[config.mk]
export PLATFORM = sky130hd
export DESIGN_NAME = if_stage
export DESIGN_NICKNAME = d
export VERILOG_FILES = /design/src/rtl/mycpu_pkg.sv /design/src/rtl/if_stage_if.sv /design/src/rtl/if_inst_buf.sv /design/src/rtl/if_stage.sv
export SDC_FILE = /design/constraint.sdc
export NUM_CORES = 1
export LEC_CHECK = 0
export BUFFER_PORTS_ARGS = -buffer_cell sky130_fd_sc_hd__clkbuf_2
export CAP_MARGIN = 20
export CORE_MARGIN = 3
export CORE_UTILIZATION = 30
export DETAILED_ROUTE_END_ITERATION = 12
export MAX_ROUTING_LAYER = met4
export PLACE_DENSITY = 0.54
export SETUP_SLACK_MARGIN = 0.15
export SLEW_MARGIN = 40
export SYNTH_ARGS = -nofsm -noshare
export SYNTH_HDL_FRONTEND = slang
export SYNTH_HIERARCHICAL = 1
export SYNTH_SLANG_ARGS = --single-unit
[constraint.sdc]
create_clock -name clk -period 3.3 [get_ports clk]
set_input_delay 0.66 -clock clk [delete_from_list [all_inputs] [get_ports clk]]
set_output_delay 0.66 -clock clk [all_outputs]
set_load 0.005 [all_outputs]
[src/rtl/mycpu_pkg.sv]
// Shared CPU-wide widths and constants, plus small fetch-path helpers.
package mycpu_pkg;

    localparam int unsigned BR_BUS_WD        = 33;
    localparam int unsigned FS_TO_DS_BUS_WD  = 64;
    localparam logic [31:0] RESET_PC_DEFAULT = 32'h1c00_0000;

    typedef struct packed {
        logic        taken;
        logic [31:0] target;
    } br_bus_t;

    function automatic logic pc_misaligned(input logic [31:0] pc);
        return pc[1:0] != 2'b00;
    endfunction

endpackage

[src/rtl/if_stage_if.sv]
// Port bundle for the one-entry instruction stall buffer used by the fetch stage.
interface if_stage_if;

    logic        capture;
    logic        clear;
    logic [31:0] din;
    logic        valid;
    logic [31:0] dout;

    modport master (output capture, output clear, output din, input valid, input dout);
    modport slave  (input capture, input clear, input din, output valid, output dout);

endinterface

[src/rtl/if_inst_buf.sv]
// One-entry holding register for the SRAM word of an instruction stalled in IF.
module if_inst_buf (
    input  logic       clk,
    input  logic       resetn,
    if_stage_if.slave  buf_io
);

    logic        valid_q, valid_d;
    logic [31:0] data_q, data_d;

    // A clear always wins so a redirect never leaves a stale word behind.
    always_comb begin
        valid_d = valid_q;
        data_d  = data_q;
        if (buf_io.clear) begin
            valid_d = 1'b0;
        end else if (buf_io.capture) begin
            valid_d = 1'b1;
            data_d  = buf_io.din;
        end
    end

    always_ff @(posedge clk or negedge resetn) begin
        if (!resetn) begin
            valid_q <= 1'b0;
            data_q  <= 32'h0;
        end else begin
            valid_q <= valid_d;
            data_q  <= data_d;
        end
    end

    assign buf_io.valid = valid_q;
    assign buf_io.dout  = data_q;

endmodule

[src/rtl/if_stage.sv]
// Fetch stage: drives the instruction SRAM and hands {inst, pc} to decode.
// Define IF_ADEF_EN to suppress misaligned fetches and flag them with fs_excp_adef.
module if_stage
    import mycpu_pkg::*;
#(
    parameter logic [31:0] RESET_PC = RESET_PC_DEFAULT
) (
    input  logic                       clk,
    input  logic                       resetn,
    input  logic                       ds_allowin,
    input  logic [BR_BUS_WD-1:0]       br_bus,
    output logic                       inst_sram_en,
    output logic [3:0]                 inst_sram_we,
    output logic [31:0]                inst_sram_addr,
    output logic [31:0]                inst_sram_wdata,
    input  logic [31:0]                inst_sram_rdata,
    output logic                       fs_to_ds_valid,
    output logic [FS_TO_DS_BUS_WD-1:0] fs_to_ds_bus,
    output logic                       fs_excp_adef
);

    br_bus_t     br;
    logic        to_fs_valid_q, to_fs_valid_d;
    logic        fs_valid_q, fs_valid_d;
    logic [31:0] fs_pc_q, fs_pc_d;
    logic        adef_q, adef_d;
    logic [31:0] nextpc;
    logic [31:0] fs_inst;
    logic        fs_allowin;
    logic        fs_advance;
    logic        fetch_adef;

    if_stage_if buf_io ();

    if_inst_buf u_inst_buf (
        .clk    (clk),
        .resetn (resetn),
        .buf_io (buf_io)
    );

    assign br = br_bus_t'(br_bus);

    always_comb begin
        nextpc = br.taken ? br.target : fs_pc_q + 32'd4;
`ifdef IF_ADEF_EN
        fetch_adef = pc_misaligned(nextpc);
`else
        fetch_adef = 1'b0;
`endif
        fs_allowin     = !fs_valid_q || ds_allowin || br.taken;
        fs_advance     = to_fs_valid_q && fs_allowin;
        fs_to_ds_valid = fs_valid_q && !br.taken;

        to_fs_valid_d = 1'b1;
        fs_valid_d    = fs_valid_q;
        fs_pc_d       = fs_pc_q;
        adef_d        = adef_q;
        // A misaligned fetch still advances the stage; it just never reaches the SRAM.
        if (fs_advance) begin
            fs_valid_d = 1'b1;
            fs_pc_d    = nextpc;
            adef_d     = fetch_adef;
        end

        // The SRAM word is only valid for one cycle, so hold it on the first stall cycle.
        buf_io.capture = fs_valid_q && !ds_allowin && !br.taken && !buf_io.valid;
        buf_io.clear   = (fs_to_ds_valid && ds_allowin) || br.taken;
        buf_io.din     = inst_sram_rdata;

        fs_inst = inst_sram_rdata;
        if (adef_q) begin
            fs_inst = 32'h0;
        end else if (buf_io.valid) begin
            fs_inst = buf_io.dout;
        end
    end

    always_ff @(posedge clk or negedge resetn) begin
        if (!resetn) begin
            to_fs_valid_q <= 1'b0;
            fs_valid_q    <= 1'b0;
            fs_pc_q       <= RESET_PC - 32'd4;
            adef_q        <= 1'b0;
        end else begin
            to_fs_valid_q <= to_fs_valid_d;
            fs_valid_q    <= fs_valid_d;
            fs_pc_q       <= fs_pc_d;
            adef_q        <= adef_d;
        end
    end

    assign inst_sram_en    = fs_advance && !fetch_adef;
    assign inst_sram_we    = 4'b0000;
    assign inst_sram_addr  = nextpc;
    assign inst_sram_wdata = 32'h0;
    assign fs_to_ds_bus    = {fs_inst, fs_pc_q};
    assign fs_excp_adef    = adef_q;

endmodule

==> results_dict.tcl, run 1 <==
set metrics [dict create \
    cp_top_family "simple AND/OR/NAND/NOR gates" \
    combPwrFrac_pct 27.3 \
    grt_pass1_vias 4055 \
    outcome "finished, final reports clean" \
    coreArea_um2 15400 \
    yosysWarnings 6 \
    wl_mm 13.2 \
    pwr_density_cell_nw_per_um2 479 \
    place_inst 841 \
    grt_max_degree 68 \
    critPathLaunchType "flip-flop" \
    p_int_mw 2.02 \
    reg2reg_to "fs_pc_q[31]" \
    layout-drive-gt1-share_pct 49.3 \
    num-fill-cells 1555 \
    ys_top_cells_by_area "dfrtp_1 21%, dfstp_2 14%, mux2_2 11%, mux2_4 9.4%, buf_4 5.8%" \
    antenna_found_initial 0 \
    finalHoldViolCount 0 \
    die-area_um2 17500 \
    post-route-util_pct 39.4 \
    yosysUniqueCellTypes 51 \
    cts_sinks 67 \
    finalNonFillerCells 870 \
    synth_edf_count 0 \
    fin_nets 723 \
    wl_per_cell_um 15.1 \
    syn_to_final_growth_pct 27.1 \
    syn_inst 492 \
    synth-async-reset-ratio_pct 100 \
    fin_skew_ps 6.26 \
    setup_slack_ps 187 \
    yosys-top-cells-count "48 x mux2_2, 47 x nand2_1, 41 x dfrtp_1" \
    sequentialPowerShare_pct 41.9 \
    critPathKind "reg -> out" \
    die_h_um 132 \
    yosysTopAreaCellShare_pct 21.4 \
    design_power_total_mw 2.92 \
    io_pins 203 \
    diodes 0 \
    track_usage_pct 15.3 \
    vias 4177 \
    period_share_pct 94.3 \
    cts_max_path_buffers 2 \
    setup_viol 0 \
    cp_data_arrival_time_ps 2450 \
    postSynthAreaPerCell_um2 9.73 \
    leakage_nw 2.77 \
    h-tree-depth 3 \
    yosys_register_bits 67 \
    clk_latency_ps 340 \
    relSlewSlack_pct 53.5 \
    hpwlAfterDp_mm 9.57 \
    r2r_start "fs_pc_q[8]" \
    worstSetupEndpointType "output port" \
    netlist_area_um2 4790 \
    io_buffers 165 \
    cts.reportedPaths.clkPinSlew_ps 50 \
    seq_area_frac_synth_pct 35.7 \
    r2r_slack_ps 1030 \
    p_clk_share_pct 30.8 \
    min_path_type "in -> async" \
    root_buffer "clkbuf_16" \
    start_util_pct 31.0 \
    crit_fanout 7 \
    gp_congestion 0.905 \
    max_freq_mhz 321 \
    cts_buffers 9 \
    pre_cts_slack_ps 374 \
    ant_nets 0 \
    drc_errors 0 \
    final_area_um2 6080 \
    grt_pass1_wl_mm 21.2 \
    critPathSlowestCell "dfstp_2" \
    tightest_slew_ps 691 \
    synth_ff_type "dfrtp_1" \
    avgViaCountPerCell 4.80 \
    worstPathRequired_ps 2640 \
    yosysMostFrequentCell "mux2_2" \
    maxCapViolCount 0 \
    rr_worst_depth 6 \
    grt_overflow 0 \
    p_sw_mw 0.892 \
    path_cells "ha_2 > and2_2 > nand3_2 > nor4_4 > nand4_1 > a31oi_1 > clkbuf_2" \
    drt_iter0_drc 189 \
    cts_tree "done" \
    placed_cell_area_um2 5660 \
    rows 45 \
    first_pass_iters 5 \
    path_buf_inv 1 \
    die_w_um 132 \
    fin_setup_tns_ps 0 \
    ir_drop_v 0.000242 \
    rsz0062_at_grt "yes" \
    max_stage_delay_ps 590 \
    p_sw_share_pct 30.6 \
    min_period_ps 3110 \
    yosys.area.top_type "dfrtp_1" \
    holdWs_ps 317 \
    slew_viol_final 0 \
]
layout by cell type, fill, tap and decap left out, types with 8 or more instances in the layout:
cell type	count
dfstp_2	26
nor4_1	9
nand4_1	9
clkbuf_2	164
dfrtp_1	41
xor2_1	8
clkbuf_16	9
a21oi_1	20
a31oi_1	9
buf_4	20
nand3_1	33
nor2_1	24
mux2_2	48
conb_1	38
o21ai_0	17
nand2_1	47
xnor2_1	14
mux2_4	30
sequential cells by signal, indices dropped and copies added (netlist names):
signal and cells:
to_fs_valid_q 1, u_inst_buf/buf_io.valid 1, u_inst_buf/buf_io.dout 32, fs_pc_q 32, fs_valid_q 1
worst register-to-register path, cell delays in order, from the launching register on:
cell and delay, ps:
dfstp_2 590, nand4_4 160, nor4_4 410, nand4_4 160, buf_4 200, or4_1 510, a31oi_1 170
power groups by stage:
stage                     Sequential, mW  Clock (mW)  Combinational, mW
after floorplan                     1.16           0              0.529
after detailed placement            1.23           0              0.754
final                               1.22       0.899              0.795
after global placement              1.23           0              0.743
after CTS                           1.23       0.938              0.776
after global routing                1.25       0.977              0.877
timing repair:
item                                    CTS  global route
gates resized for setup                   2             9
hold buffers                              0             0
setup buffers                             6             7
endpoints found under the setup margin    5            12
pin swaps                                 3             5
endpoints found under the hold margin     0             0
kinds of logic after synthesis:
logic type,count (synthesis),synth area share [%]
AND/OR/NAND/NOR,168,19.0
buffers and inverters,79,10.5
multiplexers,78,20.7
AO/OA/AOI/OAI,75,9.73
flip-flops,67,35.7
XOR/XNOR,22,4.03
other,2,0.157
adder cells (fa/ha/maj),1,0.261
area by class of cell:
type                       count  area, um2  share of cell area [%]
clock buffer                  14        264                    4.34
multi-input combinational    382       2770                    45.5
sequential                    67       1710                    28.1
clock inverter                 2       10.0                   0.165
tap                          211        264                    4.34
timing repair buffer         188       1040                    17.1
inverter                       6       22.5                   0.370
metal layers:
| layer | GRT usage, % | share of wire, % |
|---|---|---|
| met5 | - | 0 |
| met4 | 4.50 | 1.7 |
| met3 | 5.95 | 8.7 |
| met2 | 24.1 | 47 |
| met1 | 18.3 | 42 |
worst max-delay path by stage:
stage,start,endpoint,slack (ps),cells after the start
2_1_floorplan,fs_pc_q[5],inst_sram_addr[31],540,6
3_3_place_gp,fs_pc_q[2],inst_sram_addr[28],420,7
3_5_place_dp,fs_pc_q[2],inst_sram_addr[28],370,7
4_1_cts,fs_pc_q[2],inst_sram_addr[28],90,7
5_1_grt,fs_pc_q[8],inst_sram_addr[23],80,7
6_report,fs_pc_q[2],inst_sram_addr[28],190,7
Power figures use the tool's default switching activity.
==> run 2: changes to the inputs <==
--- a/config.mk
+++ b/config.mk
@@ -5,13 +5,14 @@
 export SDC_FILE = /design/constraint.sdc
 export NUM_CORES = 1
 export LEC_CHECK = 0
+export ABC_AREA = 1
 export BUFFER_PORTS_ARGS = -buffer_cell sky130_fd_sc_hd__clkbuf_2
 export CAP_MARGIN = 20
 export CORE_MARGIN = 3
 export CORE_UTILIZATION = 30
 export DETAILED_ROUTE_END_ITERATION = 12
 export MAX_ROUTING_LAYER = met4
-export PLACE_DENSITY = 0.54
+export PLACE_DENSITY = 0.57
 export SETUP_SLACK_MARGIN = 0.15
 export SLEW_MARGIN = 40
 export SYNTH_ARGS = -nofsm -noshare
==> constraint.sdc (replaced) <==
create_clock -name clk -period 2.8 [get_ports clk]
set_input_delay 0.56 -clock clk [delete_from_list [all_inputs] [get_ports clk]]
set_output_delay 0.56 -clock clk [all_outputs]
set_load 0.005 [all_outputs]
==> run 2 against run 1 <==
- sequential power is 9.8% higher
- register-to-register slack better by 60 ps
- non-clock buffer count is 5 lower
- clock power is 19% higher
- area after synthesis is 3.1% lower
- worst hold slack worse by 76 ps
==> results_dict.tcl, run 2 <==
set metrics [dict create \
    yosysMostFrequentCell "nand2_1" \
    grt_overflow 0 \
    yosysTopAreaCellShare_pct 22.1 \
    cts_sinks 67 \
    yosys-top-cells-count "237 x nand2_1, 83 x nand3_1, 43 x nor2_1" \
    wl_mm 13.7 \
    num-fill-cells 1604 \
    die_h_um 130 \
    rows 44 \
    start_util_pct 31.3 \
    layout-drive-gt1-share_pct 39.3 \
    critPathKind "reg -> out" \
    critPathSlowestCell "dfstp_2" \
    synth_compound_area_share_pct 4.61 \
    finalHoldViolCount 0 \
    gp_congestion 0.848 \
    synth_edf_count 0 \
    first_pass_iters 4 \
    setup_viol 0 \
    yosys_register_bits 67 \
    yosysWarnings 6 \
    cp_data_arrival_time_ps 2010 \
    synth_top_family_by_area "simple AND/OR/NAND/NOR gates" \
    startpoint "fs_pc_q[3]" \
    max_freq_mhz 389 \
    ant_nets 0 \
    cts_tree "done" \
    h-tree-depth 3 \
    tightest_slew_ps 629 \
    worstPathRequired_ps 2240 \
    vias 4517 \
    path_cells "ha_4 > nand2_2 > nor2_4 > nand2_4 > nor2_4 > nand2_1 > nand2_1 > nand3_2 > and2_4 > clkbuf_2" \
    track_usage_pct 16.6 \
    mostFrequentLayoutCells "233 x nand2_1, 164 x clkbuf_2, 80 x nand3_1, 41 x dfrtp_1, 38 x conb_1" \
    cts_buffers 9 \
    netlist_area_um2 4640 \
    grt_max_degree 46 \
    drc_errors 0 \
    ir_drop_v 0.000288 \
    antenna_found_initial 0 \
    clk_latency_ps 340 \
    layout_commonest_cell "nand2_1" \
    die_w_um 130 \
    min_period_ps 2570 \
    post-route-util_pct 40.1 \
    min_path_type "in -> async" \
    leakage_nw 3.06 \
    outcome "finished, final reports clean" \
    synth_ff_type "dfrtp_1" \
    holdWs_ps 241 \
    slew_viol_final 0 \
    postSynthAreaPerCell_um2 7.26 \
    syn_inst 639 \
    critPathLaunchType "flip-flop" \
    crit_fanout 5 \
    synth-async-reset-ratio_pct 100 \
    fin_setup_tns_ps 0 \
    grt_pass1_vias 4313 \
    ys_top_cells_by_area "dfrtp_1 22%, nand2_1 19%, dfstp_2 15%, nand3_1 9.0%, mux2_2 7.8%" \
    relSlewSlack_pct 58.0 \
    io_pins 203 \
    seq_area_frac_synth_pct 36.8 \
    worstSetupEndpointType "output port" \
    diodes 0 \
    root_buffer "clkbuf_16" \
    max_stage_delay_ps 580 \
    wl_per_cell_um 13.7 \
    drt_iter0_drc 213 \
    maxCapViolCount 0 \
    yosysUniqueCellTypes 32 \
    rsz0062_at_grt "yes" \
    grt_pass1_wl_mm 21.5 \
    yosys.area_share.adder_pct 0.270 \
    r2r_start "fs_pc_q[3]" \
    coreArea_um2 14800 \
    fin_skew_ps 7.09 \
    yosys.area.top_type "dfrtp_1" \
    pwr_density_cell_nw_per_um2 539 \
    cts_max_path_buffers 2 \
    avgViaCountPerCell 4.54 \
    synth-simple-area-share_pct 37.9 \
    cts_hold_buf 0 \
    period_share_pct 91.7 \
    synthXorXnorAreaFrac_pct 0.189 \
    fin_nets 875 \
    synthMuxAreaShare_pct 7.77 \
    syn_to_final_growth_pct 28.2 \
    cts.reportedPaths.clkPinSlew_ps 60 \
    die-area_um2 17000 \
    io_buffers 165 \
    hpwlAfterDp_mm 10.2 \
]
## run 2: final timing paths
kind	slack (ps)	cells past startpoint	endpoint
setup / recovery	230	10	inst_sram_addr[26]
max in group asynchronous	1860	2	fs_pc_q[4]
hold / removal	240	1	fs_pc_q[31]
setup reg to reg	1090	9	fs_pc_q[17]
hold reg to reg	460	2	fs_valid_q
min in group clk	460	3	fs_pc_q[6]
## run 2: layout make-up
class | count | area [um2] | area share [%]
Clock buffer | 10 | 239 | 4.02
Inverter | 34 | 128 | 2.15
Tap cell | 184 | 230 | 3.87
Timing Repair Buffer | 183 | 986 | 16.6
Clock inverter | 6 | 41.3 | 0.694
Multi-Input combinational cell | 511 | 2610 | 43.9
Sequential cell | 67 | 1710 | 28.7
## run 2: worst max-delay path: cells and delay by family, from the launching register on
kind	cells	cell delay (ps)
simple gates	8	810
flops	1	580
fa+ha+maj	1	160
buf+inv	1	100
## run 2: cells by family after synthesis
family,count (synthesis)
XOR/XNOR,1
multiplexers,32
other,2
adder cells (fa/ha/maj),1
buffers and inverters,97
AO/OA/AOI/OAI,36
flip-flops,67
AND/OR/NAND/NOR,403
## run 2: routing by layer
layer | track usage, % | routed length, um | up-vias | part of all wire [%]
li1 | - | - | 2301 | -
met1 | 19.9 | 6030 | 2038 | 44
met2 | 27.2 | 6490 | 157 | 48
met3 | 3.93 | 855 | 21 | 6.3
met4 | 5.81 | 277 | 0 | 2.0
met5 | - | 0 | - | 0
## run 2: power breakdown
group          internal (mW)  switching (mW)
Clock                  0.623           0.447
Combinational          0.350           0.443
Sequential              1.18           0.163
## run 2: per-stage QoR
stage | instances | total power, mW | cell area, um2 | setup WS, ps
6_report | 995 | 3.20 | 5950 | 232
5_1_grt | 995 | 3.42 | 5950 | 110
4_1_cts | 989 | 3.23 | 5800 | 165
3_5_place_dp | 970 | 2.12 | 5480 | 488
3_3_place_gp | 970 | 2.11 | 5480 | 518
2_1_floorplan | 675 | 1.79 | 4770 | 747
## run 2: timing repair
action | CTS | global route
setup endpoints to repair | 4 | 17
gates resized for setup | 3 | 33
pin swaps | 3 | 11
buffers inserted | 3 | 6
